[src/rtl/uart_pkg.sv]
// Shared types and constants for the UART transmit path.
package uart_pkg;

  localparam int unsigned UART_DATA_BITS  = 8;
  localparam int unsigned UART_FRAME_BITS = 10;

  typedef enum logic [1:0] {
    IDLE,
    START,
    DATA,
    STOP
  } uart_tx_state_e;

endpackage

[src/rtl/uart_fifo.sv]
// Synchronous FIFO with registered occupancy flags; level disambiguates full/empty
// because the pointers wrap modulo DEPTH.
module uart_fifo #(
  parameter int unsigned DEPTH = 8,
  parameter int unsigned WIDTH = 8
) (
  input  logic                     clk,
  input  logic                     rst,
  input  logic                     push,
  input  logic                     pop,
  input  logic [WIDTH-1:0]         din,
  output logic [WIDTH-1:0]         dout,
  output logic                     full,
  output logic                     empty,
  output logic [$clog2(DEPTH):0]   level
);

  localparam int unsigned AW = $clog2(DEPTH);
  localparam int unsigned LW = AW + 1;

  logic [WIDTH-1:0] mem [DEPTH];
  logic [AW-1:0]    wr_ptr;
  logic [AW-1:0]    rd_ptr;
  logic             push_ok_c;
  logic             pop_ok_c;
  logic [LW-1:0]    level_nxt_c;

  // Flags are registered, so a push into an empty FIFO cannot be popped the same cycle
  assign push_ok_c = push && !full;
  assign pop_ok_c  = pop && !empty;
  assign dout      = mem[rd_ptr];

  always_comb begin
    level_nxt_c = level;
    case ({push_ok_c, pop_ok_c})
      2'b10:   level_nxt_c = level + LW'(1);
      2'b01:   level_nxt_c = level - LW'(1);
      default: level_nxt_c = level;
    endcase
  end

  // Storage needs no reset; pointers and level define validity
  always_ff @(posedge clk) begin
    if (push_ok_c) begin
      mem[wr_ptr] <= din;
    end
  end

  always_ff @(posedge clk) begin
    if (rst) begin
      wr_ptr <= '0;
      rd_ptr <= '0;
      level  <= '0;
      full   <= 1'b0;
      empty  <= 1'b1;
    end else begin
      if (push_ok_c) wr_ptr <= wr_ptr + AW'(1);
      if (pop_ok_c)  rd_ptr <= rd_ptr + AW'(1);
      level <= level_nxt_c;
      full  <= (level_nxt_c == LW'(DEPTH));
      empty <= (level_nxt_c == '0);
    end
  end

endmodule

[src/rtl/uart_tx_engine.sv]
// 8N1 UART transmitter: FIFO-buffered bytes serialised LSB first onto txd,
// with the baud divisor latched per frame.
module uart_tx_engine
  import uart_pkg::*;
#(
  parameter int unsigned DEPTH = 8,
  parameter int unsigned DIV_W = 16
) (
  input  logic                        clk,
  input  logic                        rst,
  input  logic                        wr_en,
  input  logic [UART_DATA_BITS-1:0]   wr_data,
  input  logic                        tx_en,
  input  logic [DIV_W-1:0]            baud_div,
  output logic                        txd,
  output logic                        busy,
  output logic                        full,
  output logic                        empty,
  output logic [$clog2(DEPTH):0]      level,
  output logic                        overflow
);

  uart_tx_state_e              state;
  logic [UART_DATA_BITS-1:0]   shift;
  logic [2:0]                  bit_idx;
  logic [DIV_W-1:0]            baud_cnt;
  logic [DIV_W-1:0]            div_q;
  logic [UART_DATA_BITS-1:0]   fifo_dout;
  logic                        bit_done_c;
  logic                        fifo_pop_c;

  uart_fifo #(
    .DEPTH (DEPTH),
    .WIDTH (UART_DATA_BITS)
  ) u_fifo (
    .clk   (clk),
    .rst   (rst),
    .push  (wr_en),
    .pop   (fifo_pop_c),
    .din   (wr_data),
    .dout  (fifo_dout),
    .full  (full),
    .empty (empty),
    .level (level)
  );

  assign bit_done_c = (baud_cnt == div_q);

  // A new frame starts from IDLE, or straight out of a finished stop bit
  assign fifo_pop_c = tx_en && !empty &&
                      ((state == IDLE) || ((state == STOP) && bit_done_c));

  always_ff @(posedge clk) begin
    if (rst) begin
      state    <= IDLE;
      txd      <= 1'b1;
      busy     <= 1'b0;
      shift    <= '0;
      bit_idx  <= '0;
      baud_cnt <= '0;
      div_q    <= '0;
      overflow <= 1'b0;
    end else begin
      overflow <= wr_en && full;

      if (state != IDLE) begin
        baud_cnt <= bit_done_c ? '0 : baud_cnt + DIV_W'(1);
      end

      case (state)
        IDLE: begin
          txd  <= 1'b1;
          busy <= 1'b0;
        end
        START: begin
          if (bit_done_c) begin
            state   <= DATA;
            bit_idx <= '0;
            txd     <= shift[0];
          end
        end
        DATA: begin
          if (bit_done_c) begin
            shift <= shift >> 1;
            if (bit_idx == 3'(UART_DATA_BITS - 1)) begin
              state <= STOP;
              txd   <= 1'b1;
            end else begin
              bit_idx <= bit_idx + 3'(1);
              txd     <= shift[1];
            end
          end
        end
        STOP: begin
          if (bit_done_c) begin
            state <= IDLE;
            txd   <= 1'b1;
            busy  <= 1'b0;
          end
        end
        default: begin
          state <= IDLE;
          txd   <= 1'b1;
          busy  <= 1'b0;
        end
      endcase

      // Frame load overrides the STOP->IDLE transition for back-to-back frames
      if (fifo_pop_c) begin
        state    <= START;
        shift    <= fifo_dout;
        div_q    <= baud_div;
        baud_cnt <= '0;
        bit_idx  <= '0;
        txd      <= 1'b0;
        busy     <= 1'b1;
      end
    end
  end

endmodule

[config.mk]
export PLATFORM = sky130hd
export DESIGN_NAME = uart_tx_engine
export DESIGN_NICKNAME = d
export VERILOG_FILES = /design/src/rtl/uart_pkg.sv /design/src/rtl/uart_fifo.sv /design/src/rtl/uart_tx_engine.sv
export SDC_FILE = /design/constraint.sdc
export NUM_CORES = 1
export LEC_CHECK = 0
export BUFFER_PORTS_ARGS = -buffer_cell sky130_fd_sc_hd__buf_2
export CELL_PAD_IN_SITES_DETAIL_PLACEMENT = 1
export CELL_PAD_IN_SITES_GLOBAL_PLACEMENT = 2
export CORE_ASPECT_RATIO = 0.7
export CORE_MARGIN = 2
export CORE_UTILIZATION = 41
export CTS_CLUSTER_DIAMETER = 60
export CTS_CLUSTER_SIZE = 30
export DETAILED_ROUTE_END_ITERATION = 16
export PLACE_DENSITY_LB_ADDON = 0.3
export SETUP_SLACK_MARGIN = 0.4
export SKIP_LAST_GASP = 1
export SLEW_MARGIN = 10
export SYNTH_ARGS = -nofsm -noshare
export SYNTH_HDL_FRONTEND = slang
export SYNTH_HIERARCHICAL = 1
export SYNTH_SLANG_ARGS = --single-unit
[constraint.sdc]
create_clock -name clk -period 3.9 [get_ports clk]
set_input_delay 0.195 -clock clk [delete_from_list [all_inputs] [get_ports clk]]
set_output_delay 0.195 -clock clk [all_outputs]
set_load 0.03 [all_outputs]
-- After elaboration in Yosys (flattened, before gate mapping)
Memories as Yosys holds them, arrays and structs flattened. A register that Yosys moved wholly into a read port is not among the register bits.
Index checks and enable logic that the tools add are counted.
- add/subtract/negate cells: 6
- equality and inequality tests: 17
- multiplexer cells: 28
- reduce and logical (&&, ||, !) cells: 25
- operators with widths (cell ; count):
    8-bit 2-to-1 mux ; 3
    16-bit by 1-bit adder with 16-bit output (second input constant) ; 1
    16-bit == test ; 1
    16-bit 2-to-1 mux ; 1
    3-bit 2-to-1 mux ; 5
    3-bit by 2-bit inequality test with 1-bit output (second input constant) ; 4
    1-bit 2-to-1 mux ; 10
    2-bit inequality test (second input constant) ; 5
    5-bit AND reduction ; 2
    3-bit by 1-bit adder with 3-bit output (second input constant) ; 3
    2-bit 2-to-1 mux ; 4
    4-bit one-hot mux with 2 select lines ; 1
    2-bit nonzero test ; 4
    2-bit == test (second input constant) ; 3
    1-bit logical AND ; 6
    2-bit one-hot mux with 3 select lines ; 1
    3-bit one-hot mux with 2 select lines ; 1
    3-bit nonzero test ; 2
    4-bit by 1-bit adder with 4-bit output (second input constant) ; 1
    2-bit by 1-bit == test with 1-bit output (second input constant) ; 2
    4-bit == test (second input constant) ; 1
    4-bit logical NOT ; 1
    1-bit one-hot mux with 4 select lines ; 1
    2-bit AND reduction ; 2
    other kinds (10) ; 11
- register bits after elaboration: 60
- bits in writable memories: 64
- bits of input ports: 28
- output and inout bits: 9
- word-level logic and storage cells: 91
- memories kept: 1
- memory list (memory ; words ; bits a word ; read ports ; clocked after Yosys merged registers in ; write ports ; line ; RTL):
    u_fifo.mem ; 8 ; 8 ; 1 ; 1 ; 1 ; uart_fifo.sv:21 ; logic [WIDTH-1:0] mem [DEPTH];

-- Depth between registers and ports, before layout
- depth after elaboration: 8
- mapped depth: 18
- depth with buffers taken out: 15

-- Modules after synthesis
The synthesis kept the hierarchy.
- by module, submodules not included (module ; instances ; cells an instance ; area each (um^2) ; sequential area each (um^2)):
    uart_fifo ; 1 ; 175 ; 3134.3 ; 2222.1
    uart_tx_engine ; 1 ; 288 ; 2489.9 ; 960.9

-- Worst setup path after synthesis
OpenSTA, ideal clock, no wires.
- path type: flip-flop to flip-flop
- start: register baud_cnt[11]
- end: register u_fifo.full
- library setup time: 0.117 ns
- arrival: 2.971 ns
- required time: 3.783 ns
- setup slack: 0.812 ns
- stages on the path, launching flop included: 16
- buffers on the path: 3
- clock period less this slack: 3.088 ns
- cell sequence: dfxtp_1 -> clkbuf_1 -> xnor2_1 -> nand4_1 -> o41ai_1 -> and2_1 -> buf_2 -> buf_4 -> nand2b_4 -> clkinv_1 -> ha_1 -> and4b_1 -> o22ai_1 -> a221oi_2 -> xnor2_1 -> and4bb_1
- longest elaborated chain between the ends: 8
- elaborated cells on any way between the ends: 9
- classes of those cells: eq/ne (4); mux (1); reduce/logical (4)
- RTL lines (element ; line ; RTL):
    start, declared ; uart_tx_engine.sv:26 ; logic [DIV_W-1:0] baud_cnt;
    start signal, assigned ; uart_tx_engine.sv:67 ; baud_cnt <= bit_done_c ? '0 : baud_cnt + DIV_W'(1);
    16-bit == test (*) ; uart_tx_engine.sv:47 ; assign bit_done_c = (baud_cnt == div_q);
    1-bit logical AND (*) ; uart_tx_engine.sv:51 ; ((state == IDLE) || ((state == STOP) && bit_done_c));
    1-bit logical OR (*) ; uart_tx_engine.sv:51 ;
    1-bit logical AND (*) ; uart_tx_engine.sv:50 ; assign fifo_pop_c = tx_en && !empty &&
    via fifo_pop_c ; uart_tx_engine.sv:30 ; logic fifo_pop_c;
    1-bit logical AND (*) ; uart_fifo.sv:30 ; assign pop_ok_c = pop && !empty;
    2-bit by 1-bit == test with 1-bit output or 2-bit == test (tied branches) ; uart_fifo.sv:35 ; case ({push_ok_c, pop_ok_c})
    4-bit one-hot mux with 2 select lines (*) ; uart_fifo.sv:35 ;
    4-bit == test (*) ; uart_fifo.sv:60 ; full <= (level_nxt_c == LW'(DEPTH));
    end signal, assigned ; uart_fifo.sv:60 ;
    end, declared ; uart_fifo.sv:13 ; output logic full,
Mark *: on every way through the listed nets, which the timed path passes. The rest lies on a longest branch.
A chain may end at the register's enable or synchronous reset.

-- Final worst setup path
- start: register state[0]
- end: register u_fifo.full
- longest elaborated chain between the ends: 8
- elaborated cells on any way between the ends: 10
- classes of those cells: eq/ne (4); mux (1); reduce/logical (5)
- RTL lines (element ; line ; RTL):
    start, declared ; uart_tx_engine.sv:23 ; uart_tx_state_e state;
    start signal, assigned ; uart_tx_engine.sv:55 ; state <= IDLE;
    start signal, assigned ; uart_tx_engine.sv:77 ; state <= DATA;
    start signal, assigned ; uart_tx_engine.sv:86 ; state <= STOP;
    2-bit == test ; uart_tx_engine.sv:51 ;
    1-bit logical AND ; uart_tx_engine.sv:51 ;
    1-bit logical OR (*) ; uart_tx_engine.sv:51 ;
    1-bit logical AND (*) ; uart_tx_engine.sv:50 ;
    1-bit logical AND (*) ; uart_fifo.sv:30 ;
    2-bit by 1-bit == test with 1-bit output or 2-bit == test (tied branches) ; uart_fifo.sv:35 ;
    4-bit one-hot mux with 2 select lines (*) ; uart_fifo.sv:35 ;
    4-bit == test (*) ; uart_fifo.sv:60 ;
Every way passes the cells marked *; elsewhere a longest branch is shown, timed or not.

==> impl_summary.log <==
INFO  metric outcome = finished clean
INFO  metric clock_edge_transition_at_the_registers_on_the_reported_setup_and_hold_paths = 0.06 ns
INFO  metric die_y = 102 um
INFO  metric final_cell_mix = sky130_fd_sc_hd__edfxtp_1 (64), sky130_fd_sc_hd__dfxtp_1 (63), sky130_fd_sc_hd__nand2_1 (50)
INFO  metric dp_cells = 668
INFO  metric cts.path.max_buffers = 2
INFO  metric timing.critical_path.max_delay_family = simple AND/OR/NAND/NOR gates
INFO  metric ctsHoldBuffers = 0
INFO  metric final_core_utilization = 0.495
INFO  metric p_int = 2.66 mW
INFO  metric layout_worst_path_cycle_share = 0.818
INFO  metric instances_no_fill = 700
INFO  metric die-width = 144 um
INFO  metric cts_made_buffers = 17
INFO  metric end_kind = register
INFO  metric asyncSetResetFlopFracSynth = 0
INFO  metric dp.final_hpwl = 8940 um
INFO  metric synth_enable_flop_cells = 64
INFO  metric hold_path.class = input port to register
INFO  metric fin_hold_ws = 0.0164 ns
INFO  metric buffer_ports.inserted = 36
INFO  metric via_per_inst = 5.25
INFO  metric switchingPower = 1.14 mW
INFO  metric routed_wirelength = 13200 um
INFO  metric worstPathCellList = inv_1 -> ha_1 -> nor2_1 -> nor3b_2 -> and2_1 -> nand2b_4 -> clkinv_1 -> ha_1 -> nor3b_1 -> a31oi_1 -> a221oi_2 -> xnor2_1 -> and4bb_1
INFO  metric drt_iter0_drc = 240
INFO  metric grt_util_all_layers = 0.196
INFO  metric maxCapViolations = 0
INFO  metric routed-via-count = 3672
INFO  metric fmaxAchievable = 314 MHz
INFO  metric drt-wirelength-per-cell = 18.8 um
INFO  metric global_route_wire_length_before_repair = 21300 um
INFO  metric start_point_of_the_worst_min_delay_path = baud_div[14]
INFO  metric yosys_warns = 6
INFO  metric remaining_drc_errors = 0
INFO  metric synthDistinctLibCells = 54
INFO  metric worst_setup_path_startpoint = state[0]$_SDFFE_PP0P_
INFO  metric crit_arrival = 3.50 ns
INFO  metric synth_sequential_area_ratio = 0.566
INFO  metric grt_antenna_before_repair = 0
INFO  metric initial_utilization = 0.424
INFO  metric detailedRoute.firstPassIterationCount = 4
INFO  metric worst-slew-pin-transition = 0.999 ns
INFO  metric p_total = 3.80 mW
INFO  metric total_inserted_antenna_cells = 0
INFO  metric cts-htree-levels = 4
INFO  metric ff2ff_setup_slack = 0.71 ns
INFO  metric critPathMostFrequentCell = sky130_fd_sc_hd__ha_1
INFO  metric root_buffer = sky130_fd_sc_hd__clkbuf_16
INFO  metric pre_cts_ws = 0.620 ns
INFO  metric die_footprint = 14700 um2
INFO  metric syn-mean-instance-area = 12.1 um2
INFO  metric critical_path.max_stage_delay = 0.39 ns
INFO  metric timing_worst_setup_path_type = register to register
INFO  metric rsz0062_at_grt = false
INFO  metric timing.clock.skew = 0.0119 ns
INFO  metric first_global_vias = 3961
INFO  metric vdd_drop_max = 0.000324 V
INFO  metric critical_path_required = 4.21 ns
INFO  metric finalSetupViolations = 0
INFO  metric grt_start_max_net_pins = 33
INFO  metric cts_tree = yes
INFO  metric postSynthNetCount = 503
INFO  metric finalCriticalPeriod = 3.19 ns
INFO  metric insertion_delay = 0.42 ns
INFO  metric finalNetCount = 542
INFO  metric finalMaxSlewViolations = 0
INFO  metric critical_path.reg2reg.startpoint = state[0]$_SDFFE_PP0P_
INFO  metric layout_commonest_cell = sky130_fd_sc_hd__edfxtp_1
INFO  metric netlist_area = 5620 um2
INFO  metric postCtsSetupRepairBufs = 0
INFO  metric syn2layout_area_growth = 16.8%
INFO  metric power_per_cell_area = 578 nW/um2
INFO  metric critical_path.slowest_cell = sky130_fd_sc_hd__dfxtp_1
INFO  metric cts.repair.resized = 0
INFO  metric critical_path_peak_fanout = 9
INFO  metric placed_cell_area = 6000 um2
INFO  metric power.share.clock = 0.400
INFO  metric globalRouteOverflowTotal = 0
INFO  metric core-area = 13300 um2
INFO  metric leakage = 2.29 nW
INFO  metric row_count = 35
INFO  metric drive_gt1_frac = 0.210
INFO  metric power_switching_share = 0.300
INFO  metric hold_viol = 0
INFO  metric cp.buffers_inverters = 2
INFO  metric setup-tns-final = 0 ns
INFO  metric fin_area = 6570 um2
INFO  metric synth-main-ff-cell = sky130_fd_sc_hd__edfxtp_1
INFO  metric slew-limit-headroom = 0.332
INFO  metric ant_nets = 0
INFO  metric critical_path_startpoint_category = register
INFO  metric ys_seq_elements = 127
INFO  metric power.share.combinational = 0.186
INFO  metric place_congestion = 0.784
INFO  metric cts_num_sinks = 127
INFO  metric pwr-share-seq = 0.414
INFO  metric count_of_pins_on_the_block_boundary = 37
INFO  metric netlist_instances = 463
INFO  metric final.setup.worst_slack = 0.711 ns
-- path summary, 6_finish.rpt --
check                                               to  cells past startpoint
worst max register to register  u_fifo/full$_SDFF_PP0_                     13
worst max-delay path            u_fifo/full$_SDFF_PP0_                     13
worst min-delay path            div_q[14]$_SDFFE_PP0P_                      3
worst min register to register       busy$_SDFFE_PP0P_                      2
-- cells by family (layout without fill, tap and decap cells) --
group	count (synthesis)	after routing	share of synthesized area
multiplexers	48	48	0.123
flip-flops	127	127	0.566
XOR/XNOR	37	37	0.0576
buffers and inverters	31	83	0.0256
adder cells (fa/ha/maj)	12	12	0.0267
AND/OR/NAND/NOR	160	160	0.142
AO/OA/AOI/OAI	48	48	0.0596
-- worst reg2reg max path, stage by stage, from the launching register on --
cell,delay (ns)
sky130_fd_sc_hd__dfxtp_1,0.39
sky130_fd_sc_hd__inv_1,0.10
sky130_fd_sc_hd__ha_1,0.33
sky130_fd_sc_hd__nor2_1,0.27
sky130_fd_sc_hd__nor3b_2,0.09
sky130_fd_sc_hd__and2_1,0.19
sky130_fd_sc_hd__nand2b_4,0.10
sky130_fd_sc_hd__clkinv_1,0.19
sky130_fd_sc_hd__ha_1,0.31
sky130_fd_sc_hd__nor3b_1,0.26
sky130_fd_sc_hd__a31oi_1,0.15
sky130_fd_sc_hd__a221oi_2,0.25
sky130_fd_sc_hd__xnor2_1,0.20
sky130_fd_sc_hd__and4bb_1,0.25
-- power groups by stage --
stage / Combinational [mW] / Clock [mW] / Sequential (mW)
after global placement: 0.670 / 0 / 1.59
after global routing: 0.774 / 1.60 / 1.58
after floorplan: 0.480 / 0 / 1.60
final: 0.706 / 1.52 / 1.57
after CTS: 0.704 / 1.55 / 1.57
after detailed placement: 0.697 / 0 / 1.60
-- area by class of cell --
class	count	area, um2
clock buffer	19	433
clock inverter	13	133
fill	1384	6700
inverter	6	22.5
multi-input combinational	305	2320
sequential	127	3180
tap	185	231
timing repair buffer	45	248
-- sequential cells by signal (all words and copies together), names as in the netlist, 2 cells and up, named ones only --
signal,flops
u_fifo/level,4
bit_idx,3
u_fifo/mem,64
state,2
u_fifo/wr_ptr,3
baud_cnt,16
shift,8
u_fifo/rd_ptr,3
div_q,16
-- synth_stat cells (3+ instances only) --
cell                       instances  area, um2
sky130_fd_sc_hd__buf_2             7       35.0
sky130_fd_sc_hd__a21oi_1           8       40.0
sky130_fd_sc_hd__o21a_1            7       52.6
sky130_fd_sc_hd__inv_1             4       15.0
sky130_fd_sc_hd__mux4_2           16        360
sky130_fd_sc_hd__edfxtp_1         64       1920
sky130_fd_sc_hd__clkbuf_1         12       45.0
sky130_fd_sc_hd__nor3_1           10       50.1
sky130_fd_sc_hd__nor2_1           43        161
sky130_fd_sc_hd__a211oi_1         11       82.6
sky130_fd_sc_hd__nor3b_1           3       22.5
sky130_fd_sc_hd__ha_1             12        150
sky130_fd_sc_hd__mux2_2            8       90.1
sky130_fd_sc_hd__and2_1            3       18.8
sky130_fd_sc_hd__a31oi_1           3       18.8
sky130_fd_sc_hd__nor4_1            4       25.0
sky130_fd_sc_hd__xnor2_1          29        254
sky130_fd_sc_hd__mux2i_1          24        240
sky130_fd_sc_hd__nand2b_1         11       68.8
sky130_fd_sc_hd__nand3_1           4       20.0
sky130_fd_sc_hd__buf_4             3       22.5
sky130_fd_sc_hd__xor2_1            8       70.1
sky130_fd_sc_hd__o21ai_0           5       25.0
sky130_fd_sc_hd__nand4_1          15       93.8
sky130_fd_sc_hd__dfxtp_1          63       1260
sky130_fd_sc_hd__nand2_1          50        188
-- per-layer routing --
metal  global-route usage  vias to the layer above  wire (um)
met2                0.286                       58       5820
met5                    0                        -          0
met3               0.0422                       18        500
met4               0.0747                        0        180
li1                     -                     1769          -
met1                0.287                     1827       6680
(Power assumes the default switching activity.)
